===== src/rtl/knock_pkg.sv =====
// Knock conditioner shared definitions: FSM state encoding, default timing
// constants (in CLK1K cycles) and the statistics counter width.
package knock_pkg;

    typedef enum logic [1:0] {
        IDLE     = 2'd0,
        DEBOUNCE = 2'd1,
        PULSE    = 2'd2,
        HOLDOFF  = 2'd3
    } knock_state_t;

    localparam int DEF_SYNC_STAGES = 2;
    localparam int DEF_DEB_MS      = 5;
    localparam int DEF_PULSE_MS    = 20;
    localparam int DEF_HOLDOFF_MS  = 200;

    localparam int STATS_W = 8;

    // Largest of the three timing windows; sizes the shared phase counter.
    function automatic int max3(input int a, input int b, input int c);
        int m;
        m = a;
        if (b > m) m = b;
        if (c > m) m = c;
        return m;
    endfunction

endpackage


===== src/rtl/knock_sync.sv =====
// Multi-stage synchronizer for the asynchronous piezo/comparator input.
// Flops clear to 0 so a reset never presents a phantom press to the FSM.
module knock_sync #(
    parameter int STAGES = 2
) (
    input  logic CLK1K,
    input  logic RSTN,
    input  logic d,
    output logic q
);

    logic [STAGES-1:0] sync_q;

    // Shift the raw input through the synchronizer chain.
    always_ff @(posedge CLK1K or negedge RSTN) begin
        if (!RSTN) begin
            sync_q <= '0;
        end else begin
            sync_q <= {sync_q[STAGES-2:0], d};
        end
    end

    assign q = sync_q[STAGES-1];

endmodule


===== src/rtl/knock_conditioner.sv =====
// Knock conditioner: synchronizes and debounces the raw knock sensor and
// emits one fixed-width active-low KNOCK pulse per accepted knock, followed
// by a hold-off window that swallows sensor ringing.
// Optional build macro KNOCK_STATS_EN adds saturating accepted/glitch counters
// (KNOCK_CNT, GLITCH_CNT); KNOCK/BUSY behave identically either way.
//
//   state    | meaning
//   ---------+--------------------------------------------------------------
//   IDLE     | waiting for a synchronized press, KNOCK high
//   DEBOUNCE | counting consecutive high samples; a low sample aborts
//   PULSE    | KNOCK held low for PULSE_MS cycles, input ignored
//   HOLDOFF  | input ignored for HOLDOFF_MS cycles, then wait for release
module knock_conditioner
    import knock_pkg::*;
#(
    parameter int SYNC_STAGES = DEF_SYNC_STAGES,
    parameter int DEB_MS      = DEF_DEB_MS,
    parameter int PULSE_MS    = DEF_PULSE_MS,
    parameter int HOLDOFF_MS  = DEF_HOLDOFF_MS
) (
    input  logic               CLK1K,
    input  logic               RSTN,
    input  logic               KNOCK_RAW,
    output logic               KNOCK,
    output logic               BUSY
`ifdef KNOCK_STATS_EN
    ,
    output logic [STATS_W-1:0] KNOCK_CNT,
    output logic [STATS_W-1:0] GLITCH_CNT
`endif
);

    localparam int CNT_MAX = max3(DEB_MS, PULSE_MS, HOLDOFF_MS);
    localparam int CNT_W   = $clog2(CNT_MAX + 1);

    // Terminal values: each phase ends when the counter reaches its last value.
    localparam logic [CNT_W-1:0] DEB_LAST   = CNT_W'(DEB_MS - 1);
    localparam logic [CNT_W-1:0] PULSE_LAST = CNT_W'(PULSE_MS - 1);
    localparam logic [CNT_W-1:0] HOLD_END   = CNT_W'(HOLDOFF_MS);

    logic             raw_s;
    knock_state_t     state, state_nxt;
    logic [CNT_W-1:0] cnt, cnt_nxt;
    logic             knock_nxt;
    logic             busy_nxt;

    knock_sync #(
        .STAGES (SYNC_STAGES)
    ) u_sync (
        .CLK1K (CLK1K),
        .RSTN  (RSTN),
        .d     (KNOCK_RAW),
        .q     (raw_s)
    );

    // State, phase counter and registered outputs.
    always_ff @(posedge CLK1K or negedge RSTN) begin
        if (!RSTN) begin
            state <= IDLE;
            cnt   <= '0;
            KNOCK <= 1'b1;
            BUSY  <= 1'b0;
        end else begin
            state <= state_nxt;
            cnt   <= cnt_nxt;
            KNOCK <= knock_nxt;
            BUSY  <= busy_nxt;
        end
    end

    // Next-state, counter update and output decode; the counter saturates at
    // each phase's terminal value and is cleared on every state change.
    always_comb begin
        state_nxt = state;
        cnt_nxt   = cnt;

        case (state)
            IDLE: begin
                cnt_nxt = '0;
                if (raw_s) begin
                    state_nxt = DEBOUNCE;
                end
            end

            DEBOUNCE: begin
                if (!raw_s) begin
                    state_nxt = IDLE;
                    cnt_nxt   = '0;
                end else if (cnt == DEB_LAST) begin
                    state_nxt = PULSE;
                    cnt_nxt   = '0;
                end else begin
                    cnt_nxt = cnt + 1'b1;
                end
            end

            PULSE: begin
                if (cnt == PULSE_LAST) begin
                    state_nxt = HOLDOFF;
                    cnt_nxt   = '0;
                end else begin
                    cnt_nxt = cnt + 1'b1;
                end
            end

            HOLDOFF: begin
                if (cnt != HOLD_END) begin
                    cnt_nxt = cnt + 1'b1;
                end else if (!raw_s) begin
                    // Release re-arm: a held input never produces a second knock.
                    state_nxt = IDLE;
                    cnt_nxt   = '0;
                end
            end

            default: begin
                state_nxt = IDLE;
                cnt_nxt   = '0;
            end
        endcase

        knock_nxt = (state_nxt != PULSE);
        busy_nxt  = (state_nxt != IDLE);
    end

`ifdef KNOCK_STATS_EN
    logic knock_accept;
    logic glitch_abort;

    assign knock_accept = (state_nxt == PULSE) && (state != PULSE);
    assign glitch_abort = (state == DEBOUNCE) && (state_nxt == IDLE);

    // Saturating accepted-knock and glitch counters, cleared only by reset.
    always_ff @(posedge CLK1K or negedge RSTN) begin
        if (!RSTN) begin
            KNOCK_CNT  <= '0;
            GLITCH_CNT <= '0;
        end else begin
            if (knock_accept && (KNOCK_CNT != '1)) begin
                KNOCK_CNT <= KNOCK_CNT + 1'b1;
            end
            if (glitch_abort && (GLITCH_CNT != '1)) begin
                GLITCH_CNT <= GLITCH_CNT + 1'b1;
            end
        end
    end
`endif

endmodule


===== config.mk =====
export PLATFORM = sky130hd
export DESIGN_NAME = knock_conditioner
export DESIGN_NICKNAME = d
export VERILOG_FILES = /design/src/rtl/knock_pkg.sv /design/src/rtl/knock_sync.sv /design/src/rtl/knock_conditioner.sv
export SDC_FILE = /design/constraint.sdc
export NUM_CORES = 1
export LEC_CHECK = 0
export BUFFER_PORTS_ARGS = -buffer_cell sky130_fd_sc_hd__buf_2
export CAP_MARGIN = 30
export CORE_MARGIN = 2
export CORE_UTILIZATION = 50
export CTS_CLUSTER_DIAMETER = 150
export CTS_CLUSTER_SIZE = 10
export DETAILED_ROUTE_END_ITERATION = 16
export PLACE_DENSITY = 0.71
export SLEW_MARGIN = 10
export SYNTH_ARGS = -nofsm -noshare
export SYNTH_HDL_FRONTEND = slang
export SYNTH_SLANG_ARGS = --single-unit

===== constraint.sdc =====
create_clock -name CLK1K -period 2.1 [get_ports CLK1K]
set_clock_uncertainty 0.15 [all_clocks]
set_input_delay 0.315 -clock CLK1K [delete_from_list [all_inputs] [get_ports CLK1K]]
set_output_delay 0.315 -clock CLK1K [all_outputs]
set_load 0.005 [all_outputs]

==> impl_metrics.ini, run 1 <==
[final_layout]
drive_gt1_share_pct = 21.6
fillers = 109
num_antenna_cells = 0
final_nets = 80
finalNonFillerCells = 89
synthToLayoutAreaGrowth_pct = 13.5
design_area_um2 = 821

[min_path]
hold_path_depth = 0
worstHoldEndpoint = u_sync.sync_q[1]
hp-class = reg -> reg
min_from = u_sync.sync_q[0]

[logic_synthesis]
synth_top_area_cell = dfrtp_1
syn-num-nets = 69
yosysTopAreaCellShare_pct = 45.0
synth_top_family_by_area = simple AND/OR/NAND/NOR gates
synth_fa_ha_area_share_pct = 3.46
ys.flop_type = dfrtp_1
ys_seq_area_share_pct = 48.6
synth_xor_area_share_pct = 6.06
synth_most_common_cell = dfrtp_1
synth_edf_count = 0
synth_area_per_cell_um2 = 11.3
synth_warnings = 0
synthSimpleGateAreaFrac_pct = 20.8
yosys-mux-area-fraction_pct = 1.38
synth.distinct_cells = 29
synth_compound_area_share_pct = 17.0
postSynthCellCount = 64
synth_seq_cells = 14
synth_area_um2 = 723
async_flop_share_pct = 100
synth_area_leaders = dfrtp_1 (45%), a311oi_4 (3.6%), dfstp_2 (3.6%)

[grt]
grt_max_degree = 15
grt_pass1_wl_mm = 2.06
gr-total-overflow = 0
grt_pass1_vias = 476
antenna_found_initial = 0
grt_usage_pct = 15.5

[power_and_ir_drop]
leakage_uw = 0.000362
power_density_nw_per_um2 = 610
worst_ir_drop_vdd_v = 0.000325

[routing]
viasPerCell = 5.76
ant_nets = 0
firstDrtPassIters = 4
drt_iter0_drc = 32
vias = 513
wl_per_cell_um = 14.0
totalWireLength_mm = 1.24
route.detailed.drc = 0

[clock_network]
post_cts_resized = 0
clk_latency_ns = 0.27
cts_max_path_buffers = 2
cts.clk_slew.worst_paths_ns = 0.08
clock_sinks = 14
cts_made_buffers = 3
cts_tree = done
cts-htree-levels = 1
cts-root-buf = clkbuf_4

[placement]
routabilityCongestion = 0.824
io_buffer_count = 4
dp_cells = 82
placed_area_um2 = 757
hpwl_um = 858

[sta]
relSlewSlack_pct = 73.1
finalCriticalPeriod_ns = 1.97
finalCritPeriodShare_pct = 93.7
fmax_mhz = 508
rsz0062_at_grt = false
finalSetupTns_ns = 0
worst_pin_slew_ns = 0.404
hold_violations = 0
finalSetupViolCount = 0
slew_violations = 0

[setup_path]
path_max_fanout = 8
cp-end-kind = register
regToRegSetupSlack_ns = 0.13
startpoint_type = register
slowest_delay_ns = 0.44
cp.required_ns = 2.10
r2r_cells = 7
rr_startpoint = cnt[0]
critPathArrivalTime_ns = 1.97
crit_type = reg -> reg
cpMaxStageDelayCell = dfrtp_1
worst_r2r_endpoint = cnt[1]
cp_cell_sequence = inv_1, ha_1, nor2b_1, nand3_1, a311oi_4, buf_4, o22ai_1

[job]
cap_violations = 0

[outcome]
status = complete, no violations

[floorplan]
num_rows = 13
die-width_um = 42.0
die_y_um = 42.0
pin_count = 5
core_um2 = 1330
dieArea_um2 = 1770
start_util_pct = 54.2
worst max path at each step:
stage | from | endpoint | slack [ns] | cells past startpoint
3_3_place_gp | cnt[0] | cnt[0] | 0.13 | 6
2_1_floorplan | cnt[0] | cnt[0] | 0.28 | 6
5_1_grt | cnt[0] | cnt[1] | 0.01 | 7
6_report | cnt[0] | cnt[1] | 0.13 | 7
3_5_place_dp | cnt[0] | cnt[1] | 0.04 | 6
4_1_cts | cnt[0] | cnt[4] | 0.03 | 6
stage by stage:
stage | worst slack, ns | utilization, % | hold WS, ns | power [µW]
2_1_floorplan | 0.277 | - | -0.131 | 301
3_3_place_gp | 0.132 | 56.8 | 0.0738 | 311
3_5_place_dp | 0.0423 | 56.8 | 0.0739 | 312
4_1_cts | 0.0343 | 61.0 | 0.217 | 510
5_1_grt | 0.0134 | 61.5 | 0.222 | 528
6_report | 0.132 | 61.5 | 0.211 | 501
layout by cell type (no fill, tap or decap), drive strengths merged, types with 2 or more instances in the layout:
| master | n |
|---|---|
| buf | 5 |
| xnor2 | 2 |
| inv | 4 |
| a311oi | 2 |
| clkbuf | 4 |
| nor2b | 4 |
| o21ai | 5 |
| nor2 | 2 |
| and3 | 6 |
| dfrtp | 13 |
| nand3 | 4 |
| a41oi | 2 |
| a21oi | 2 |
| xor2 | 3 |
| dlygate4sd3 | 2 |
| ha | 2 |
critical path, delay by kind of cell (launching register included):
family | cells | cell delay [ns]
simple gates | 2 | 0.49
flops | 1 | 0.44
fa+ha+maj | 1 | 0.13
compound gates | 2 | 0.35
buf+inv | 2 | 0.27
report_power, final:
part	internal (µW)	total (µW)	leakage, µW	switching, µW
Combinational	12.8	28.1	0.000159	15.3
Clock	105	190	0.0000210	84.7
Sequential	275	283	0.000182	7.39
per-layer routing:
layer / wire length (µm) / track usage, % / up-vias
li1: - / - / 252
met1: 590 / 20.6 / 243
met2: 583 / 23.8 / 16
met3: 55 / 3.88 / 2
met4: 14 / 7.50 / 0
met5: 0 / 0 / -
registers in the layout, summed over array words and instances (netlist names):
signal         cells
BUSY               1
u_sync.sync_q      2
cnt                8
KNOCK              1
state              2
final cells by class:
class                      instances  area, µm²  share of cell area (%)
sequential                        14        352                    42.8
inverter                           4       15.0                    1.83
timing repair buffer               7       47.5                    5.79
tap                               15       18.8                    2.29
multi-input combinational         45        352                    42.8
clock buffer                       4       36.3                    4.42
cells by family (layout without fill, tap and decap cells):
logic type | Yosys count | in the layout
compound gates | 15 | 15
mux | 1 | 1
buf+inv | 5 | 15
xor+xnor | 5 | 5
flops | 14 | 14
simple gates | 22 | 22
fa+ha+maj | 2 | 2
repair_timing:
item / CTS / global route
hold buffers: 2 / 0
buffers inserted: 0 / 1
setup endpoints to repair: 0 / 8
endpoints found under the hold margin: 14 / 0
Power figures use the tool's default switching activity.
==> inputs of run 2 (changes only) <==
BUFFER_PORTS_ARGS = unset   (was -buffer_cell sky130_fd_sc_hd__buf_2)
DONT_BUFFER_PORTS = 1   (was unset)
PLACE_DENSITY = 0.68   (was 0.71)
==> run 2 against run 1 <==
Effect of this change: cell count fell by 2.2%; flip-flop and latch count unchanged; core utilization shrank 0.19 points; combinational power up 9.6%; worst setup slack got worse by 0.027 ns; non-clock buffer count fell by 2; critical path depth unchanged; via count grew 3.9%; sequential power about the same; hold slack got worse by 0.0057 ns; global-route usage rose by 0.65 points.
==> impl_metrics.ini, run 2 (synthesis results as in run 1) <==
[sta]
relSlewSlack_pct = 59.0
hold_violations = 0
finalSetupViolCount = 0
finalCriticalPeriod_ns = 2.00
slew_violations = 0
worst_pin_slew_ns = 0.613
finalCritPeriodShare_pct = 95.0
rsz0062_at_grt = false
finalSetupTns_ns = 0
fmax_mhz = 501

[clock_network]
clk_latency_ns = 0.28
cts_max_path_buffers = 2
cts.clk_slew.worst_paths_ns = 0.07
cts-htree-levels = 1
cts_made_buffers = 3
cts_tree = done
clock_sinks = 14
cts-root-buf = clkbuf_4

[grt]
gr-total-overflow = 0
grt_pass1_wl_mm = 2.11
antenna_found_initial = 0
grt_pass1_vias = 464
grt_usage_pct = 16.2
grt_max_degree = 15

[power_and_ir_drop]
power_density_nw_per_um2 = 612
p_sw_share_pct = 21.2
p_seq_share_pct = 56.3
cellInternalPower_uw = 395
worst_ir_drop_vdd_v = 0.000403
clkPwrFrac_pct = 37.5
pwr-share-comb_pct = 6.1
net-switching-power_uw = 106
leakage_uw = 0.000359

[routing]
drt_iter0_drc = 15
firstDrtPassIters = 4
wl_per_cell_um = 15.4
totalWireLength_mm = 1.34
ant_nets = 0
viasPerCell = 6.13
route.detailed.drc = 0
vias = 533

[final_layout]
final_nets = 78
fillers = 111
regMostFlops = cnt
reg_top3 = cnt (8), state (2), u_sync.sync_q (2)
num_antenna_cells = 0
finalNonFillerCells = 87
synthToLayoutAreaGrowth_pct = 13.1
drive_gt1_share_pct = 20.8
design_area_um2 = 818
multi_input_area_um2 = 354
regArea_um2 = 352
most-common-layout-cells = dfrtp_1 (13), inv_1 (4), nand3_1 (4), and3_1 (4), o21ai_1 (4)
largest_register_ffs = 8
final_common_cell = dfrtp_1

[setup_path]
path_max_fanout = 5
regToRegSetupSlack_ns = 0.10
startpoint_type = register
slowest_delay_ns = 0.43
rr_startpoint = cnt[1]
cp-end-kind = register
worst_r2r_endpoint = cnt[1]
r2r_cells = 7
cpMaxStageDelayCell = dfrtp_1
critPathArrivalTime_ns = 1.99
cp.required_ns = 2.10
cp_cell_sequence = inv_1, ha_1, nor2b_2, nand3_1, a311oi_4, buf_4, o22ai_1
crit_type = reg -> reg
critPathTopFamily = compound AO/OA/AOI/OAI gates
cp_num_buf_inv = 2

[outcome]
status = complete, no violations

[floorplan]
die-width_um = 42.0
num_rows = 13
pin_count = 5
core_um2 = 1330
dieArea_um2 = 1770
start_util_pct = 54.2
die_y_um = 42.0

[min_path]
hold_path_depth = 0
worstHoldEndpoint = u_sync.sync_q[1]
min_from = u_sync.sync_q[0]
hp-class = reg -> reg

[placement]
routabilityCongestion = 0.756
placed_area_um2 = 744
dp_cells = 79
hpwl_um = 881
io_buffer_count = 0

[job]
cap_violations = 0
[run 2: cell count changes in the layout (fill, tap and decap cells not counted)]
cell / previous run / this run
buf_2: 4 / 0
buf_4: 1 / 3
nor2b_1: 4 / 3
nor2b_2: 0 / 1
[run 2: power by group through the flow]
| stage | sequential [µW] | combinational (µW) | clock, µW |
|---|---|---|---|
| 3_5_place_dp | 287 | 18.9 | 0 |
| 3_3_place_gp | 287 | 18.4 | 0 |
| 4_1_cts | 282 | 26.8 | 192 |
| 5_1_grt | 283 | 34.5 | 206 |
| 6_report | 282 | 30.8 | 188 |
| 2_1_floorplan | 285 | 16.4 | 0 |
[run 2: metal layers]
layer | wire length [µm] | global-route usage (%)
met1 | 647 | 22.3
met2 | 608 | 22.5
met3 | 70 | 6.47
met4 | 14 | 6.88
met5 | 0 | 0
[run 2: cell type report]
| type | instances | share of cell area [%] |
|---|---|---|
| tap | 15 | 2.29 |
| sequential | 14 | 43.0 |
| inverter | 4 | 1.83 |
| timing repair buffer | 5 | 5.20 |
| clock buffer | 4 | 4.43 |
| multi-input combinational | 45 | 43.3 |
[run 2: worst max-delay path by stage]
stage	to	depth (start not counted)	slack [ns]	startpoint
after CTS	cnt[2]	6	0.03	cnt[1]
after floorplan	cnt[0]	6	0.28	cnt[0]
final	cnt[1]	7	0.10	cnt[1]
after global routing	cnt[1]	7	0.02	cnt[1]
after detailed placement	cnt[2]	6	0.05	cnt[1]
after global placement	cnt[0]	6	0.06	cnt[1]
[run 2: worst register-to-register path, stage by stage, from the launching register on]
cell	delay [ns]
dfrtp_1	0.43
inv_1	0.09
ha_1	0.15
nor2b_2	0.23
nand3_1	0.18
a311oi_4	0.38
buf_4	0.19
o22ai_1	0.07
[run 2: repair_timing]
action,CTS,global route
setup endpoints to repair,0,8
buffers inserted,0,2
resized for setup,0,1
hold endpoints to repair,15,0
hold buffers,2,0
[run 2: stage by stage]
step	total power (µW)	hold slack [ns]	worst slack [ns]	utilization (%)
floorplan	301	-0.131	0.277	-
global placement	306	-0.130	0.0612	55.8
detailed placement	306	-0.130	0.0510	55.8
CTS	501	0.210	0.0315	60.0
global route	524	0.214	0.0180	61.4
finish	501	0.206	0.104	61.4
